File: src/rtl/vxe_vpu_prod_eu_agen.sv
// Vector address generator: walks a 32-bit-element vector as 64-bit words with per-word element masks.
// Optional simulation checks are compiled in with `define VXE_VPU_AGEN_CHECKS_EN.
module vxe_vpu_prod_eu_agen (
    input  logic        clk,
    input  logic        nrst,
    input  logic [37:0] i_vaddr,
    input  logic [19:0] i_vlen,
    input  logic        i_latch,
    input  logic        i_incr,
    output logic        o_valid,
    output logic [36:0] o_addr,
    output logic [1:0]  o_we_mask
);

    logic [36:0] waddr;
    logic [19:0] rem;
    logic        odd;

    logic [1:0]  consume;
    logic [19:0] rem_dec;

    always_comb begin
        o_valid   = (rem != '0);
        o_addr    = waddr;
        o_we_mask = 2'b00;
        if (o_valid) begin
            if (odd)
                o_we_mask = 2'b10;
            else if (rem == 20'd1)
                o_we_mask = 2'b01;
            else
                o_we_mask = 2'b11;
        end
    end

    // Elements consumed by this word; saturate so rem can never wrap below zero.
    always_comb begin
        consume = {o_we_mask[1] & o_we_mask[0], o_we_mask[1] ^ o_we_mask[0]};
        rem_dec = '0;
        if (rem > {18'd0, consume})
            rem_dec = rem - {18'd0, consume};
    end

    always_ff @(posedge clk or negedge nrst) begin
        if (!nrst) begin
            waddr <= '0;
            rem   <= '0;
            odd   <= 1'b0;
        end else if (i_latch) begin
            waddr <= i_vaddr[37:1];
            rem   <= i_vlen;
            odd   <= i_vaddr[0];
        end else if (i_incr && o_valid) begin
            waddr <= waddr + 37'd1;
            rem   <= rem_dec;
            odd   <= 1'b0;
        end
    end

`ifdef VXE_VPU_AGEN_CHECKS_EN
    always @(posedge clk) begin
        if (nrst) begin
            if (i_incr && !o_valid && !i_latch)
                $error("agen: i_incr asserted with no valid word");
            if (i_latch && ($isunknown(i_vaddr) || $isunknown(i_vlen)))
                $error("agen: unknown i_vaddr/i_vlen on latch");
        end
    end
`endif

endmodule

File: config.mk
export PLATFORM = sky130hd
export DESIGN_NAME = vxe_vpu_prod_eu_agen
export DESIGN_NICKNAME = d
export VERILOG_FILES = /design/src/rtl/vxe_vpu_prod_eu_agen.sv
export SDC_FILE = /design/constraint.sdc
export NUM_CORES = 1
export LEC_CHECK = 0
export ABC_CLOCK_PERIOD_IN_PS = 5100
export CAP_MARGIN = 20
export CELL_PAD_IN_SITES_DETAIL_PLACEMENT = 1
export CELL_PAD_IN_SITES_GLOBAL_PLACEMENT = 1
export CORE_AREA = 4 4 108 110
export CTS_CLUSTER_SIZE = 8
export DETAILED_ROUTE_END_ITERATION = 12
export DIE_AREA = 0 0 112 114
export GPL_ROUTABILITY_DRIVEN = 0
export HOLD_SLACK_MARGIN = 0.06
export PLACE_DENSITY = 0.78
export SYNTH_ARGS = -nofsm -noshare
export SYNTH_HDL_FRONTEND = slang
export SYNTH_SLANG_ARGS = --single-unit
File: constraint.sdc
create_clock -name clk -period 5.1 [get_ports clk]
set_input_delay 0.765 -clock clk [delete_from_list [all_inputs] [get_ports clk]]
set_output_delay 0.765 -clock clk [all_outputs]
set_load 0.03 [all_outputs]
==> reports/metrics.yaml <==
place:
  dp_hpwl_um: 9200
  port_buffers: 101
  place_ws_ns: 0.741
yosys:
  synth_enable_flop_cells: 0
  syn_avg_cell_area_um2: 8.69
  async_reset_ff_share_pct: 100
  syn_inst: 439
  ys_warn_count: 0
  synth-seq-cells: 58
  ys_seq_area_share_pct: 38.1
  syn_nets: 506
  synth.cell_area_um2: 3810
  ys_types: 61
  yosys_most_used_dff: "dfrtp_1"
clock_tree:
  cts_setup_buffers: 0
  clock_latency_ns: 0.35
  clockBufferDepth: 2
  cts_root_buf: "clkbuf_8"
  htreeDepth: 3
  cts_hold_buf: 0
  cts_resized: 0
  clkSlewWorstSetupHoldPaths_ns: 0.07
  cts-buffers-inserted: 9
  cts_tree: "built"
  clock-sinks: 58
sta:
  fin_crit_sh_pct: 86.4
  period_needed_ns: 4.41
  setup-violations-final: 0
  tns_ns: 0
  max_slew_margin_pct: 43.7
  final_max_slew_viol_count: 0
  finClkSkew_ns: 0.00843
  fmax_mhz: 227
  tightest_slew_ns: 0.844
  final-hold-violation-count: 0
  fin_ws_ns: 0.695
  rsz0062_at_grt: "false"
power_and_ir_drop:
  p_leak_nw: 1.87
  vdd_drop_max_mv: 0.136
  p_per_area_nw_per_um2: 263
cells_and_area:
  multi_input_area_um2: 2180
  insertedDiodeCount: 0
  drive_gt1_share_pct: 8.55
  fillers: 1262
  layout-area-overhead-vs-synth_pct: 33.8
  fin_util_pct: 47.7
  nets: 601
  seq_area_um2: 1450
  layout_commonest_cell: "clkdlybuf4s50_1"
  final_cell_mix: "clkdlybuf4s50_1, dfrtp_1, nand2_1"
global_routing:
  gr-total-overflow: 0
  antenna_found_initial: 0
  grt_max_degree: 59
  grt_pass1_vias: 4081
  grt_pass1_wl_um: 21300
  grtUsageTotal_pct: 20.8
drt:
  post-route-drc-count: 0
  drt-total-wl_um: 12900
  wl_per_cell_um: 19.0
  vias_per_cell: 5.76
  ant_nets: 0
  drtIter0Drc: 154
  via_count: 3904
  dr.pass1.iters: 4
critical_path:
  cp_slowest_cell: "or4_1"
  critPathMaxFanout: 14
  worstSetupPathType: "flip-flop to flip-flop"
  crit_path_frequent_cell: "ha_1"
  start_kind: "flip-flop"
  crit_chain: "or4_1 > nor4_4 > nand3_1 > ha_1 > ha_1 > inv_1 > fa_1 > a21boi_0 > nor3_1 > nand2_1 > nor3b_1 > o22a_1"
  critPathArrivalTime_ns: 4.64
  crit_required_ns: 5.34
  critPathMaxStageDelay_ns: 0.68
  setup.worst_path.end_class: "flip-flop"
floorplan:
  start_util_pct: 35.6
  die-area_um2: 12800
  pin_count: 102
  die_w_um: 112
  die_height_um: 114
  coreArea_um2: 10700
  rows: 38
run_status:
  status: "complete, no violations"
min_path:
  min-delay-path-class: "flip-flop to flip-flop"
job:
  cap_violations: 0
synthesized netlist by cell type (all sizes together), types with 3 or more instances:
cell type  count  share of area, %
a2111oi        3              0.69
a211oi         5              0.98
a21oi         19               2.5
a22oi         12               2.4
a31oi         12               2.1
a32oi          3              0.69
and2           3              0.49
and3           8               1.3
and4           4              0.92
buf            8               2.0
clkbuf        19               1.9
dfrtp         58                38
ha             4               1.3
inv            9              0.89
mux2           5               1.5
nand2         53               5.2
nand2b         3              0.49
nand3         22               2.9
nand4         10               1.6
nor2          28               2.8
nor3           9               1.2
nor4           8               1.9
o2111ai        9               2.7
o211ai        10               2.5
o21ai         46               6.2
o31ai          5              0.98
or3           11               1.8
or4           11               2.3
xnor2         10               2.3
xor2          11               2.5
routing by layer:
layer / vias up / part of all wire (%) / GRT usage [%]
met5: - / 0 / 0
met4: 0 / 2.7 / 8.17
met3: 25 / 5.4 / 3.82
met2: 130 / 47 / 33.1
met1: 1901 / 45 / 28.2
li1: 1848 / - / -
worst max-delay path: cells and delay by family (launching register included):
family | cells | cell delay (ns)
AND/OR/NAND/NOR | 6 | 2.54
buffers and inverters | 1 | 0.06
flip-flops | 1 | 0.41
AO/OA/AOI/OAI | 2 | 0.34
adder cells (fa/ha/maj) | 3 | 0.93
stage by stage:
step	hold slack (ns)	instance area, um^2	total power, W	cells
finish	0.569	5100	0.00134	678
global route	0.591	5100	0.00141	678
CTS	0.562	5090	0.00135	676
detailed placement	0.547	4900	0.000919	661
global placement	0.537	4900	0.000909	661
floorplan	0.469	3810	0.000752	439
path summary, 6_finish.rpt:
| path | startpoint | to | slack [ns] | cells after the start |
|---|---|---|---|---|
| min reg2reg | rem[9]$_DFFE_PN0P_ | rem[9]$_DFFE_PN0P_ | 0.57 | 2 |
| max in group asynchronous | nrst | o_addr[17]$_DFFE_PN0P_ | 4.01 | 2 |
| min in group asynchronous | nrst | o_addr[1]$_DFFE_PN0P_ | 0.58 | 2 |
| max | rem[12]$_DFFE_PN0P_ | rem[0]$_DFFE_PN0P_ | 0.69 | 12 |
| min | rem[9]$_DFFE_PN0P_ | rem[9]$_DFFE_PN0P_ | 0.57 | 2 |
| max reg2reg | rem[12]$_DFFE_PN0P_ | rem[0]$_DFFE_PN0P_ | 0.69 | 12 |
registers in the layout, summed over array words and instances (netlist names):
register / flops
o_addr: 37
odd: 1
rem: 20
area by class of cell:
| type | count | share of cell area, % |
|---|---|---|
| Clock buffer | 12 | 2.84 |
| Multi-Input combinational cell | 345 | 42.7 |
| Tap cell | 140 | 3.43 |
| Timing Repair Buffer | 111 | 21.1 |
| Clock inverter | 3 | 0.785 |
| Sequential cell | 58 | 28.4 |
| Inverter | 9 | 0.662 |
logic make-up (layout without fill, tap and decap cells):
| logic type | Yosys count | count (layout) | share of synthesized area (%) |
|---|---|---|---|
| mux | 6 | 6 | 1.74 |
| simple gates | 177 | 177 | 24.1 |
| compound gates | 136 | 136 | 24.7 |
| fa+ha+maj | 5 | 5 | 1.84 |
| xor+xnor | 21 | 21 | 4.82 |
| flops | 58 | 58 | 38.1 |
| buf+inv | 36 | 135 | 4.76 |
power breakdown:
part / switching (W) / internal [W] / total (W) / leakage, nW
combinational: 0.000188 / 0.000156 / 0.000344 / 1.09
clock: 0.000193 / 0.000235 / 0.000428 / 0.0962
sequential: 0.0000637 / 0.000505 / 0.000569 / 0.687
total: 0.000444 / 0.000897 / 0.00134 / 1.87
No activity file was read; power rests on OpenSTA's default activity.
==> edit (same settings) <==
Put a register stage on the output `o_we_mask`, cleared by the reset. The value now appears one clock later. The other outputs are not delayed to match.
--- a/src/rtl/vxe_vpu_prod_eu_agen.sv
+++ b/src/rtl/vxe_vpu_prod_eu_agen.sv
@@ -13,4 +13,6 @@
 );
 
+    logic [1:0] o_we_mask_d;
+
     logic [36:0] waddr;
     logic [19:0] rem;
@@ -23,12 +25,12 @@
         o_valid   = (rem != '0);
         o_addr    = waddr;
-        o_we_mask = 2'b00;
+        o_we_mask_d = 2'b00;
         if (o_valid) begin
             if (odd)
-                o_we_mask = 2'b10;
+                o_we_mask_d = 2'b10;
             else if (rem == 20'd1)
-                o_we_mask = 2'b01;
+                o_we_mask_d = 2'b01;
             else
-                o_we_mask = 2'b11;
+                o_we_mask_d = 2'b11;
         end
     end
@@ -36,5 +38,5 @@
     // Elements consumed by this word; saturate so rem can never wrap below zero.
     always_comb begin
-        consume = {o_we_mask[1] & o_we_mask[0], o_we_mask[1] ^ o_we_mask[0]};
+        consume = {o_we_mask_d[1] & o_we_mask_d[0], o_we_mask_d[1] ^ o_we_mask_d[0]};
         rem_dec = '0;
         if (rem > {18'd0, consume})
@@ -69,4 +71,12 @@
 `endif
 
+    always_ff @(posedge clk or negedge nrst) begin
+        if (!nrst) begin
+            o_we_mask <= '0;
+        end else begin
+            o_we_mask <= o_we_mask_d;
+        end
+    end
+
 endmodule
 
Formal check against the unedited RTL: not equivalent (Yosys sat finds a counterexample within 4 cycles, from zero or initial values and one cycle with nrst low).
==> edit against the original RTL <==
  * Sequential cell count is 2 higher
  * Clock power is 20% higher
  * Wire length is 0.90% lower
  * Final area is 2.4% higher
  * Hold slack worse by 0.077 ns
  * Clock skew is 0.00081 ns higher
  * Setup slack worse by 0.28 ns
  * Area after synthesis is 2.4% higher
  * Critical path depth stayed put
  * Highest routed layer unchanged
  * Die area stayed put
  * Critical endpoint is now rem[7]$_DFFE_PN0P_
  * Final cell count is 1.3% higher
  * Total power is 8.6% higher
  * Critical path type unchanged
==> edit: results (changes against the original RTL) <==
metric	value	unit	change
maximum level of the CTS H-tree	3		unchanged
fin crit period	4.68	ns	+0.277 ns
top post-synthesis cells by area	dfrtp_1 38%, nand2_1 5.4%, xnor2_1 4.7%		
Routed WL	12.8	mm	-0.90%
Peak VDD IR	0.000122	V	-11%
Reg2Reg Depth	12		unchanged
Pleak	1.97	nW	+5.3%
WP data arrival	4.87	ns	+0.23 ns
Distinct cells, synth	60		-1.6%
compound-gate portion of the synthesized area	20.9	%	-3.8 points
total internal power	995	uW	+11%
Global Route Usage Sum	20.0	%	-0.78 points
Post-Synth XOR/XNOR Area	5.61	%	+0.78 points
Fill cells	1280		+1.4%
number of global-route vias before repair	4153		+1.8%
Slowest cell on crit path	or4_4		
met1 wire length	5.70	mm	-1.5%
clk pwr	515	uW	+20%
M2 GR Usage	33.9	%	+0.76 points
DR vias/cell	5.66		-1.7%
syn nets	520		+2.8%
met2 wire len	6.23	mm	+2.6%
met3 usage	3.34	%	-0.48 points
Adder-Cell Fraction of Synth Area	1.79	%	-0.044 points
Worst Hold End	o_we_mask[0]$_DFF_PN0_		
Hold Path Cell Cnt	1		-1
first-pass GRT wire length	20.8	mm	-2.2%
Final HPWL DP	9.05	mm	-1.6%
Nets	609		+1.3%
Largest register FFs	37		unchanged
HP Start	odd$_DFFE_PN0P_		
commonest cells in the netlist	60 x dfrtp_1, 56 x nand2_1, 30 x nor2_1, 30 x o21ai_0, 26 x inv_1		
status	finished, final reports clean		
clock latency on the worst-skew pair	0.35	ns	about the same
initial antenna violation count	0		unchanged
overall power	1.46	mW	+8.6%
Seq/Total Area, Yosys	38.4	%	+0.38 points
post-synthesis mux area share	0.801	%	-0.94 points
placed cell areas	0.00498	mm2	+1.7%
Crit Path Max Fanout	9		-5
Worst path max stage delay	0.66	ns	-0.02 ns
Place WS	0.473	ns	-0.268 ns
layout cells sized above 1	7.13	%	-1.4 points
Rel. slew slack	39.5	%	-4.2 points
met3 wire length	638	um	-8.1%
M1 GR Usage	25.8	%	-2.3 points
1st-iter DRT viols	219		+42%
maximum number of pins on one net before global-route repair	97		+64%
P_comb	354	uW	+3%
Worst R2R End	rem[7]$_DFFE_PN0P_		
worst hold path type	reg -> reg		
R2R Setup Slk	0.42	ns	-0.28 ns
skew final	0.00924	ns	+0.000811 ns
Crit Reg-Reg Startpoint	rem[2]$_DFFE_PN0P_		
==> edit: cell count changes in the layout (fill, tap and decap cells not counted), moves of 8 or more <==
cell | unedited run | this run
inv_1 | 8 | 26
xnor2_1 | 10 | 21
a21oi_1 | 19 | 9
o21ai_1 | 15 | 5
nand4_1 | 10 | 18
==> edit: metrics by stage <==
| stage | hold WS, ns | cells | utilization, % |
|---|---|---|---|
| 2_1_floorplan | 0.442 | 453 | - |
| 3_3_place_gp | 0.480 | 670 | 46.6 |
| 3_5_place_dp | 0.475 | 670 | 46.6 |
| 4_1_cts | 0.491 | 686 | 48.8 |
| 5_1_grt | 0.517 | 687 | 48.9 |
| 6_report | 0.491 | 687 | 48.9 |
==> edit: layout make-up <==
class | count | area (um2) | area share [%]
clock inverter | 4 | 70.1 | 1.34
clock buffer | 12 | 165 | 3.16
tap | 140 | 175 | 3.35
multi-input combinational | 338 | 2170 | 41.5
inverter | 26 | 97.6 | 1.87
sequential | 60 | 1500 | 28.7
timing repair buffer | 107 | 1050 | 20.0
